## src/rtl/pipe_hazard_ctrl.sv

```systemverilog
// Stall/flush sequencer for the 5-stage 8-bit pipeline: load-use, branch/RET redirects, interrupt entry.
// Define PIPE_HAZARD_CTRL_INTR_EN to build the interrupt-entry path (INT_* states, save_pc, intr_vec_sel, intr_ack).
module pipe_hazard_ctrl #(
   parameter int RET_FLUSH_CYC = 2,
   parameter int INT_DRAIN_CYC = 2
) (
   input  logic       clk,
   input  logic       reset,
   input  logic       rd_en_E,
   input  logic [1:0] rd_E,
   input  logic [1:0] ra_D,
   input  logic [1:0] rb_D,
   input  logic       uses_ra_D,
   input  logic       uses_rb_D,
   input  logic       branch_taken_E,
   input  logic       is_ret_M,
   input  logic       intr_req,
   output logic       stall_F,
   output logic       stall_D,
   output logic       flush_D,
   output logic       flush_E,
   output logic       flush_M,
   output logic       save_pc,
   output logic       intr_vec_sel,
   output logic       intr_ack
);

`ifdef PIPE_HAZARD_CTRL_INTR_EN
   typedef enum logic [2:0] {RUN, RET_WAIT, INT_DRAIN, INT_PUSH, INT_VEC} state_t;
   localparam logic [7:0] INT_RELOAD = 8'(INT_DRAIN_CYC - 1);
`else
   typedef enum logic [2:0] {RUN, RET_WAIT} state_t;
   logic unused_intr_req;
   assign unused_intr_req = intr_req;
`endif
   localparam logic [7:0] RET_RELOAD = 8'(RET_FLUSH_CYC - 1);

   state_t     state_q, state_d;
   logic [7:0] cnt_q, cnt_d;
   logic [7:0] cnt_dec;
   logic       luh;
   logic       stall_f_c, stall_d_c, flush_d_c, flush_e_c, flush_m_c;
   logic       save_pc_c, intr_vec_sel_c, intr_ack_c;

   assign luh     = rd_en_E & ((uses_ra_D & (ra_D == rd_E)) | (uses_rb_D & (rb_D == rd_E)));
   assign cnt_dec = (cnt_q == 8'd0) ? 8'd0 : cnt_q - 8'd1;

   always_comb begin
      state_d        = state_q;
      cnt_d          = cnt_q;
      stall_f_c      = 1'b0;
      stall_d_c      = 1'b0;
      flush_d_c      = 1'b0;
      flush_e_c      = 1'b0;
      flush_m_c      = 1'b0;
      save_pc_c      = 1'b0;
      intr_vec_sel_c = 1'b0;
      intr_ack_c     = 1'b0;
      case (state_q)
         RUN: begin
            if (is_ret_M) begin
               flush_d_c = 1'b1;
               flush_e_c = 1'b1;
               flush_m_c = 1'b1;
               state_d   = RET_WAIT;
               cnt_d     = RET_RELOAD;
            end else if (branch_taken_E) begin
               flush_d_c = 1'b1;
               flush_e_c = 1'b1;
            end else if (luh) begin
               stall_f_c = 1'b1;
               stall_d_c = 1'b1;
               flush_e_c = 1'b1;
`ifdef PIPE_HAZARD_CTRL_INTR_EN
            end else if (intr_req) begin
               state_d = INT_DRAIN;
               cnt_d   = INT_RELOAD;
`endif
            end
         end
         RET_WAIT: begin
            flush_d_c = 1'b1;
            flush_e_c = 1'b1;
            cnt_d     = cnt_dec;
            if (cnt_q == 8'd0) state_d = RUN;
         end
`ifdef PIPE_HAZARD_CTRL_INTR_EN
         // A redirect during drain restarts it so the redirected PC is the one pushed.
         INT_DRAIN: begin
            stall_f_c = 1'b1;
            flush_d_c = 1'b1;
            if (is_ret_M) begin
               flush_e_c = 1'b1;
               flush_m_c = 1'b1;
               cnt_d     = INT_RELOAD;
            end else if (branch_taken_E) begin
               flush_e_c = 1'b1;
               cnt_d     = INT_RELOAD;
            end else begin
               cnt_d = cnt_dec;
               if (cnt_q == 8'd0) state_d = INT_PUSH;
            end
         end
         INT_PUSH: begin
            save_pc_c = 1'b1;
            stall_f_c = 1'b1;
            flush_d_c = 1'b1;
            state_d   = INT_VEC;
         end
         INT_VEC: begin
            intr_vec_sel_c = 1'b1;
            intr_ack_c     = 1'b1;
            flush_d_c      = 1'b1;
            state_d        = RUN;
         end
`endif
         default: begin
            state_d = RUN;
            cnt_d   = 8'd0;
         end
      endcase
   end

   always_ff @(posedge clk or negedge reset) begin
      if (!reset) begin
         state_q <= RUN;
         cnt_q   <= 8'd0;
      end else begin
         state_q <= state_d;
         cnt_q   <= cnt_d;
      end
   end

   // Outputs are gated by reset so nothing leaks while it is held low.
   assign stall_F      = reset & stall_f_c;
   assign stall_D      = reset & stall_d_c;
   assign flush_D      = reset & flush_d_c;
   assign flush_E      = reset & flush_e_c;
   assign flush_M      = reset & flush_m_c;
   assign save_pc      = reset & save_pc_c;
   assign intr_vec_sel = reset & intr_vec_sel_c;
   assign intr_ack     = reset & intr_ack_c;

endmodule
```

## config.mk

```make
export PLATFORM = sky130hd
export DESIGN_NAME = pipe_hazard_ctrl
export DESIGN_NICKNAME = d
export VERILOG_FILES = /design/src/rtl/pipe_hazard_ctrl.sv
export SDC_FILE = /design/constraint.sdc
export NUM_CORES = 1
export LEC_CHECK = 0
export BUFFER_PORTS_ARGS = -buffer_cell sky130_fd_sc_hd__buf_2
export CAP_MARGIN = 20
export CELL_PAD_IN_SITES_DETAIL_PLACEMENT = 1
export CELL_PAD_IN_SITES_GLOBAL_PLACEMENT = 1
export CORE_MARGIN = 10
export CORE_UTILIZATION = 35
export DETAILED_ROUTE_END_ITERATION = 10
export GPL_ROUTABILITY_DRIVEN = 0
export PLACE_DENSITY_LB_ADDON = 0.1
export SLEW_MARGIN = 20
export SYNTH_ARGS = -nofsm -noshare
export SYNTH_HDL_FRONTEND = slang
export SYNTH_SLANG_ARGS = --single-unit
```

## constraint.sdc

```tcl
create_clock -name clk -period 3.15 [get_ports clk]
set_input_delay 0.4725 -clock clk [delete_from_list [all_inputs] [get_ports clk]]
set_output_delay 0.4725 -clock clk [all_outputs]
set_load 0.005 [all_outputs]
```

# --- Word level (Yosys, flattened, before mapping) ---
# Cells that the tools add are included.
totals:
  regBits: 11
  in_bits: 14
classes:
  addsub: 1
  bitwise_logic: 8
  eq_ne: 5
  n_mux: 18
  reduce_logical: 3
ops:
  columns: ["cell", "count"]
  rows:
  - ["8-bit 2-to-1 mux", 2]
  - ["8-bit one-hot mux with 2 select lines", 1]
  - ["1-bit 2-to-1 mux", 10]
  - ["8-bit logical NOT", 1]
  - ["8-bit by 1-bit subtractor with 8-bit output (second input constant)", 1]
  - ["1-bit AND", 7]
  - ["3-bit 2-to-1 mux", 2]
  - ["3-bit one-hot mux with 2 select lines", 1]
  - ["2-bit equality test", 2]
  - ["2-bit inequality test (second input constant)", 2]
  - ["1-bit one-hot mux with 2 select lines", 2]
  - ["3-bit by 1-bit equality test with 1-bit output (second input constant)", 1]
  - ["3-bit logical NOT", 1]
  - ["2-bit AND reduction", 1]
  - ["1-bit OR", 1]

# --- Logic depth before layout (Yosys ltp) ---
# Gate-level depths: netlist (run 1).
logic_depth:
  ltp_word: 9
  depth_mapped: 6

# --- Worst setup path after synthesis (run 1) ---
# No wires, ideal clock.
synth_timing:
  path_type: "input port to output port"
  from: "input port ra_D[1]"
  to: "output port stall_F"
  setup_slack_ns: 1.148
  required_time_ns: 2.677
  path_stages: 5
  arrival_time_ns: 1.529
  cell_sequence: "or2_2 -> a211oi_1 -> nor2_1 -> nor4_1 -> buf_4"
synth_between:
  elab_chain_len: 9
synth_rtl:
  columns: ["element", "line", "rtl"]
  rows:
  - ["from (decl)", "11", "input logic [1:0] ra_D,"]
  - ["2-bit equality test", "45", "assign luh = rd_en_E & ((uses_ra_D & (ra_D == rd_E)) | (uses_rb_D & (rb_D == rd_E)));"]
  - ["1-bit AND", "45", null]
  - ["1-bit OR", "45", null]
  - ["1-bit AND", "45", null]
  - ["1-bit 2-to-1 mux (4 in a row)", null, null]
  - ["1-bit AND", null, null]
  - ["to (decl)", "18", "output logic stall_F,"]
# No other way between the ends.

# --- Worst setup path after layout (run 1) ---
layout_timing:
  from: "register state_q[0]"
  to: "output port flush_E"
layout_between:
  elab_chain_len: 3
layout_rtl:
  columns: ["element", "line", "rtl"]
  rows:
  - ["from (decl)", "38", "state_t state_q, state_d;"]
  - ["from (signal assigned)", "129", "state_q <= state_d;"]
  - ["3-bit by 1-bit equality test with 1-bit output / 3-bit logical NOT (equally long branches)", "59", "case (state_q)"]
  - ["1-bit one-hot mux with 2 select lines *", "59", null]
  - ["1-bit AND *", "138", "assign flush_E = reset & flush_e_c;"]
  - ["to (decl)", "21", "output logic flush_E,"]
# Every way passes the cells marked *; elsewhere a longest branch is shown, timed or not.

==> results of run 1 <==
## power breakdown
| part | leakage, µW | switching (µW) | internal [µW] |
|---|---|---|---|
| Sequential | 0.000106 | 79.7 | 171 |
| Combinational | 0.000211 | 130 | 115 |
| Clock | 0.0000150 | 42.4 | 48.9 |
## final cells by class
class                      instances  area (µm²)  area share, %
clock buffer                       4        26.3           3.53
multi-input combinational         56         362           48.6
timing repair buffer              17        85.1           11.4
tap                               25        31.3           4.20
inverter                           4        15.0           2.02
sequential                         9         225           30.3
## per-stage QoR
stage | util [%] | std cells
global route | 42.7 | 115
finish | 42.7 | 115
global placement | 41.1 | 111
CTS | 42.7 | 115
floorplan | - | 77
detailed placement | 41.1 | 111
## worst paths after layout
path	depth (start not counted)	from	slack [ns]	end
max	3	state_q[0]	0.97	flush_E
min	1	reset	0.08	cnt_q[7]
max reg2reg	4	cnt_q[0]	1.57	cnt_q[5]
min reg2reg	1	cnt_q[7]	0.50	cnt_q[7]
max in group asynchronous	1	reset	2.86	cnt_q[1]
min in group clk	2	is_ret_M	0.46	cnt_q[1]
## per-layer routing
layer / part of all wire [%] / wire (µm) / up-vias
li1: - / - / 293
met1: 44 / 766 / 286
met2: 48 / 831 / 16
met3: 7.5 / 131 / 2
met4: 0.75 / 13 / 0
met5: 0 / 0 / -
## Yosys cell counts, drive strengths merged (2+ instances only)
master and number:
nand3 2, xor2 2, o31a 2, nand3b 2
buf 7, nand2 5, a21boi 2, ha 2
a211oi 2, nor2 5, inv 4, nor4 3
dfrtp 9, or2 2, o21ai 9, a21oi 3
## cell families (layout without fill, tap and decap cells)
logic type	count (synthesis)	count (layout)
and+or+nand+nor	27	27
xor gates and xnor gates	2	2
adders and majority gates	2	2
DFF	9	9
buffers and inverters	12	25
AOI/OAI and AO/OA	22	22
other	1	3
## flip-flops by register name, indices dropped and copies added, names as in the netlist
name     count
cnt_q        8
state_q      1
## worst reg2reg max path, stage by stage, from the launching register on
cell and delay, ns:
dfrtp_1 0.40, nor3_1 0.60, a21boi_0 0.19, o21ai_0 0.16
o21ai_0 0.11
==> run_results.csv, run 1 <==
group,metric,value,unit
status,status,"finished clean",
logic_synthesis,yosysWarnings,0,
setup_path,crit_fanout,18,
logic_synthesis,synthMuxAreaShare,0,%
sta,finClkSkew,0.00429,ns
logic_synthesis,synth_edf_count,0,
global_routing,grt-ovfl-total,0,
logic_synthesis,async_flop_share,100,%
floorplanning,pin_count,22,
routing,vias_per_cell,5.19,
routing,wl_per_cell,15.2,µm
routing,drtIter0Drc,5,
floorplanning,rows,15,
logic_synthesis,avgSynthCellArea,8.61,µm²
setup_path,crit_family,"flip-flops",
power,peakVddDrop,0.390,mV
global_routing,grt_max_degree,19,
global_routing,busiest_layer,"met2",
floorplanning,die-width,63.0,µm
global_routing,use_met1,10.1,%
global_routing,track_usage,9.03,%
placed_design,placed_area,718,µm²
setup_path,critPathLaunchType,"flip-flop",
logic_synthesis,ys_ff_latch,9,
global_routing,grt_pass1_wl,2900,µm
cts,cts_root_buf,"clkbuf_4",
logic_synthesis,netlist.area_leader.share,34.9,%
sta,slew_violations,0,
cts,path_clk_slew,0.07,ns
cts,cts_buffers,3,
cts,clock_latency,0.26,ns
setup_path,critical-path-max-stage-delay,0.57,ns
finish,stdcell_area,744,µm²
logic_synthesis,ys_types,33,
logic_synthesis,syn_inst,75,
cts,hold_buffers,0,
floorplanning,die_h,63.0,µm
global_routing,grt_use_met2,14.0,%
sta,tns,0,ns
logic_synthesis,synth_top_family_by_area,"simple AND/OR/NAND/NOR gates",
hold_path,hold_path.class,"in -> async",
logic_synthesis,synth-adder-area-share,3.88,%
routing,routed_wirelength,1740,µm
setup_path,worstPathCellList,"o31a_1 -> or3_1 -> buf_2",
sta,worst_pin_slew,0.696,ns
sta,min_period_over_period,69.1,%
finish,final_cell_mix,"buf_2, o21ai_0, dfrtp_1",
finish,area_growth,15.3,%
routing,drc,0,
setup_path,slowest_stage,"dfrtp_1",
finish,n_fill_cell,223,
finish,drive_gt1_share,25.6,%
cts,cts_resized,0,
finish,finalNetCount,107,
routing,antenna_left,0,
logic_synthesis,synth_top_cell_by_area,"dfrtp_1",
sta,fin_hold_ws,0.0756,ns
sta,clock.fmax,460,MHz
cts,clockBufferDepth,2,
placed_design,dp_slack,0.966,ns
cts,clkSinkCount,9,
logic_synthesis,synth_area_leaders,"dfrtp_1, o21ai_0, buf_4",
sta,hold_violations,0,
placed_design,dp_hpwl,1360,µm
finish,layout_commonest_cell,"buf_2",
sta,rsz0062_at_grt,"false",
job,drv_cap,0,
cts,ctsHtreeMaxLevel,1,
setup_path,crit_buf_inv,1,
logic_synthesis,synth-simple-area-share,25.0,%
floorplanning,start_util,37.0,%
power,p_leak,0.000333,µW
logic_synthesis,synthFlopType,"dfrtp_1",
routing,vias,597,
logic_synthesis,yosysSeqAreaShare,34.9,%
global_routing,grtUsageMet3,5.02,%
sta,slew_headroom,53.2,%
floorplanning,core_area,1750,µm²
setup_path,crit_arrival,1.70,ns
logic_synthesis,synth_area,646,µm²
cts,cts_tree,"done",
setup_path,end_kind,"primary output",
cts,postCtsSetupBuffers,0,
placed_design,port_buffers,17,
sta,setup_viol,0,
global_routing,antenna_found_initial,0,
setup_path,required,2.68,ns
floorplanning,die_area,3960,µm²
power,power.density,788,nW/µm²
logic_synthesis,synth-xor-area-share,2.71,%
sta,fin_ws,0.975,ns
global_routing,grt_pass1_vias,659,
sta,finalCriticalPeriod,2.18,ns
power,finalPower,587,µW
setup_path,critPathKind,"reg -> out",
logic_synthesis,synth_compound_area_share,22.7,%
finish,insertedDiodeCount,0,
routing,drtPass1Iterations,3,
No activity file was read; power rests on OpenSTA's default activity.
==> run 2: changes to the inputs <==
--- a/config.mk
+++ b/config.mk
@@ -10,7 +10,7 @@
 export CELL_PAD_IN_SITES_DETAIL_PLACEMENT = 1
 export CELL_PAD_IN_SITES_GLOBAL_PLACEMENT = 1
 export CORE_MARGIN = 10
-export CORE_UTILIZATION = 35
+export CORE_UTILIZATION = 34
 export DETAILED_ROUTE_END_ITERATION = 10
 export GPL_ROUTABILITY_DRIVEN = 0
 export PLACE_DENSITY_LB_ADDON = 0.1
==> constraint.sdc (replaced) <==
create_clock -name clk -period 2.25 [get_ports clk]
set_input_delay 0.3375 -clock clk [delete_from_list [all_inputs] [get_ports clk]]
set_output_delay 0.3375 -clock clk [all_outputs]
set_load 0.005 [all_outputs]
==> run_results.csv, run 2 (synthesized netlist as in run 1, its figures left out) <==
group,metric,value,unit
status,status,"finished clean",
power,clkPwrFrac,15.9,%
global_routing,track_usage,9.47,%
finish,layout_commonest_cell,"buf_2",
sta,tns,0,ns
sta,finalCriticalPeriod,1.84,ns
finish,largest_reg_flops,8,
floorplanning,rows,15,
sta,slew_headroom,58.6,%
sta,fin_hold_ws,0.0245,ns
power,power.internal,475,µW
floorplanning,die_area,4040,µm²
sta,clock.fmax,543,MHz
floorplanning,pin_count,22,
power,p_switching,354,µW
routing,antenna_left,0,
setup_path,end_kind,"primary output",
routing,routed_wirelength,1770,µm
sta,worst_pin_slew,0.616,ns
cts,postCtsSetupBuffers,0,
setup_path,crit_arrival,1.50,ns
routing,drtPass1Iterations,3,
finish,final_cell_mix,"buf_2, o21ai_0, dfrtp_1",
finish,area_growth,17.6,%
sta,hold_violations,0,
placed_design,placed_area,733,µm²
cts,clock_latency,0.27,ns
global_routing,use_met1,11.4,%
global_routing,grtUsageMet3,4.24,%
sta,finClkSkew,0.00530,ns
placed_design,dp_hpwl,1420,µm
finish,insertedDiodeCount,0,
routing,drc,0,
finish,drive_gt1_share,27.2,%
routing,drtIter0Drc,6,
cts,clkSinkCount,9,
sta,rsz0062_at_grt,"false",
placed_design,port_buffers,17,
setup_path,crit_fanout,4,
cts,cts_root_buf,"clkbuf_4",
finish,n_fill_cell,236,
global_routing,busiest_layer,"met2",
global_routing,grt-ovfl-total,0,
routing,vias_per_cell,5.15,
power,power_frac_comb,43.5,%
cts,cts_buffers,3,
global_routing,antenna_found_initial,0,
job,drv_cap,0,
floorplanning,start_util,36.6,%
cts,hold_buffers,0,
finish,finalNetCount,109,
floorplanning,die_h,63.6,µm
power,seqPwrFrac,40.6,%
floorplanning,die-width,63.6,µm
power,peakVddDrop,0.478,mV
cts,cts_resized,0,
cts,ctsHtreeMaxLevel,1,
finish,top_regs,"cnt_q (8), state_q (1)",
global_routing,grt_max_degree,18,
routing,vias,603,
cts,clockBufferDepth,2,
global_routing,grt_pass1_vias,652,
setup_path,critPathKind,"in -> out",
setup_path,required,1.91,ns
finish,stdcell_area,759,µm²
power,p_leak,0.000342,µW
floorplanning,core_area,1760,µm²
sta,min_period_over_period,81.9,%
cts,cts_tree,"done",
power,swShare,42.7,%
cts,path_clk_slew,0.07,ns
routing,wl_per_cell,15.1,µm
sta,setup_viol,0,
power,power.density,1090,nW/µm²
hold_path,hold_path.class,"in -> async",
global_routing,grt_pass1_wl,3030,µm
global_routing,grt_use_met2,12.9,%
setup_path,critPathLaunchType,"input pin",
finish,top_register,"cnt_q",
sta,slew_violations,0,
[run 2: metal layers]
| layer | wire length, µm | vias to the layer above |
|---|---|---|
| met2 | 752 | 19 |
| li1 | - | 292 |
| met5 | 0 | - |
| met4 | 39 | 0 |
| met1 | 853 | 288 |
| met3 | 123 | 4 |
[run 2: through the flow]
step           setup WS (ns)  cells  utilization, %  power (µW)
5_1_grt                0.305    117            43.0         910
6_report               0.408    117            43.0         829
3_3_place_gp           0.437    113            41.6         680
4_1_cts                0.395    117            43.0         834
2_1_floorplan          0.518     77               -         604
3_5_place_dp           0.403    113            41.6         696
[run 2: path summary, 6_finish.rpt]
check                           end     start  depth (start not counted)  slack [ns]
max                         stall_D   rd_E[1]                          6        0.41
min                        cnt_q[7]     reset                          2        0.02
max reg2reg                cnt_q[5]  cnt_q[0]                          4        0.74
min reg2reg                cnt_q[7]  cnt_q[7]                          1        0.50
max in group asynchronous  cnt_q[6]     reset                          2        2.08
min in group clk           cnt_q[1]  is_ret_M                          2        0.32
[run 2: area by class of cell]
type	instances	area (µm²)	area share (%)
clock buffer	4	26.3	3.46
tap	25	31.3	4.12
multi-input combinational	56	362	47.6
sequential	9	225	29.7
timing repair buffer	19	100	13.2
inverter	4	15.0	1.98
[run 2: critical path: stages]
cell	delay, ns
buf_2	0.12
or2_2	0.26
a211oi_1	0.30
nor2_1	0.07
nor4_1	0.23
buf_2	0.18
[run 2: power groups by stage]
| stage | combinational [µW] | clock, µW | sequential (µW) |
|---|---|---|---|
| 2_1_floorplan | 309 | 0 | 295 |
| 3_3_place_gp | 346 | 0 | 334 |
| 3_5_place_dp | 359 | 0 | 338 |
| 4_1_cts | 362 | 137 | 335 |
| 5_1_grt | 413 | 149 | 348 |
| 6_report | 360 | 132 | 337 |
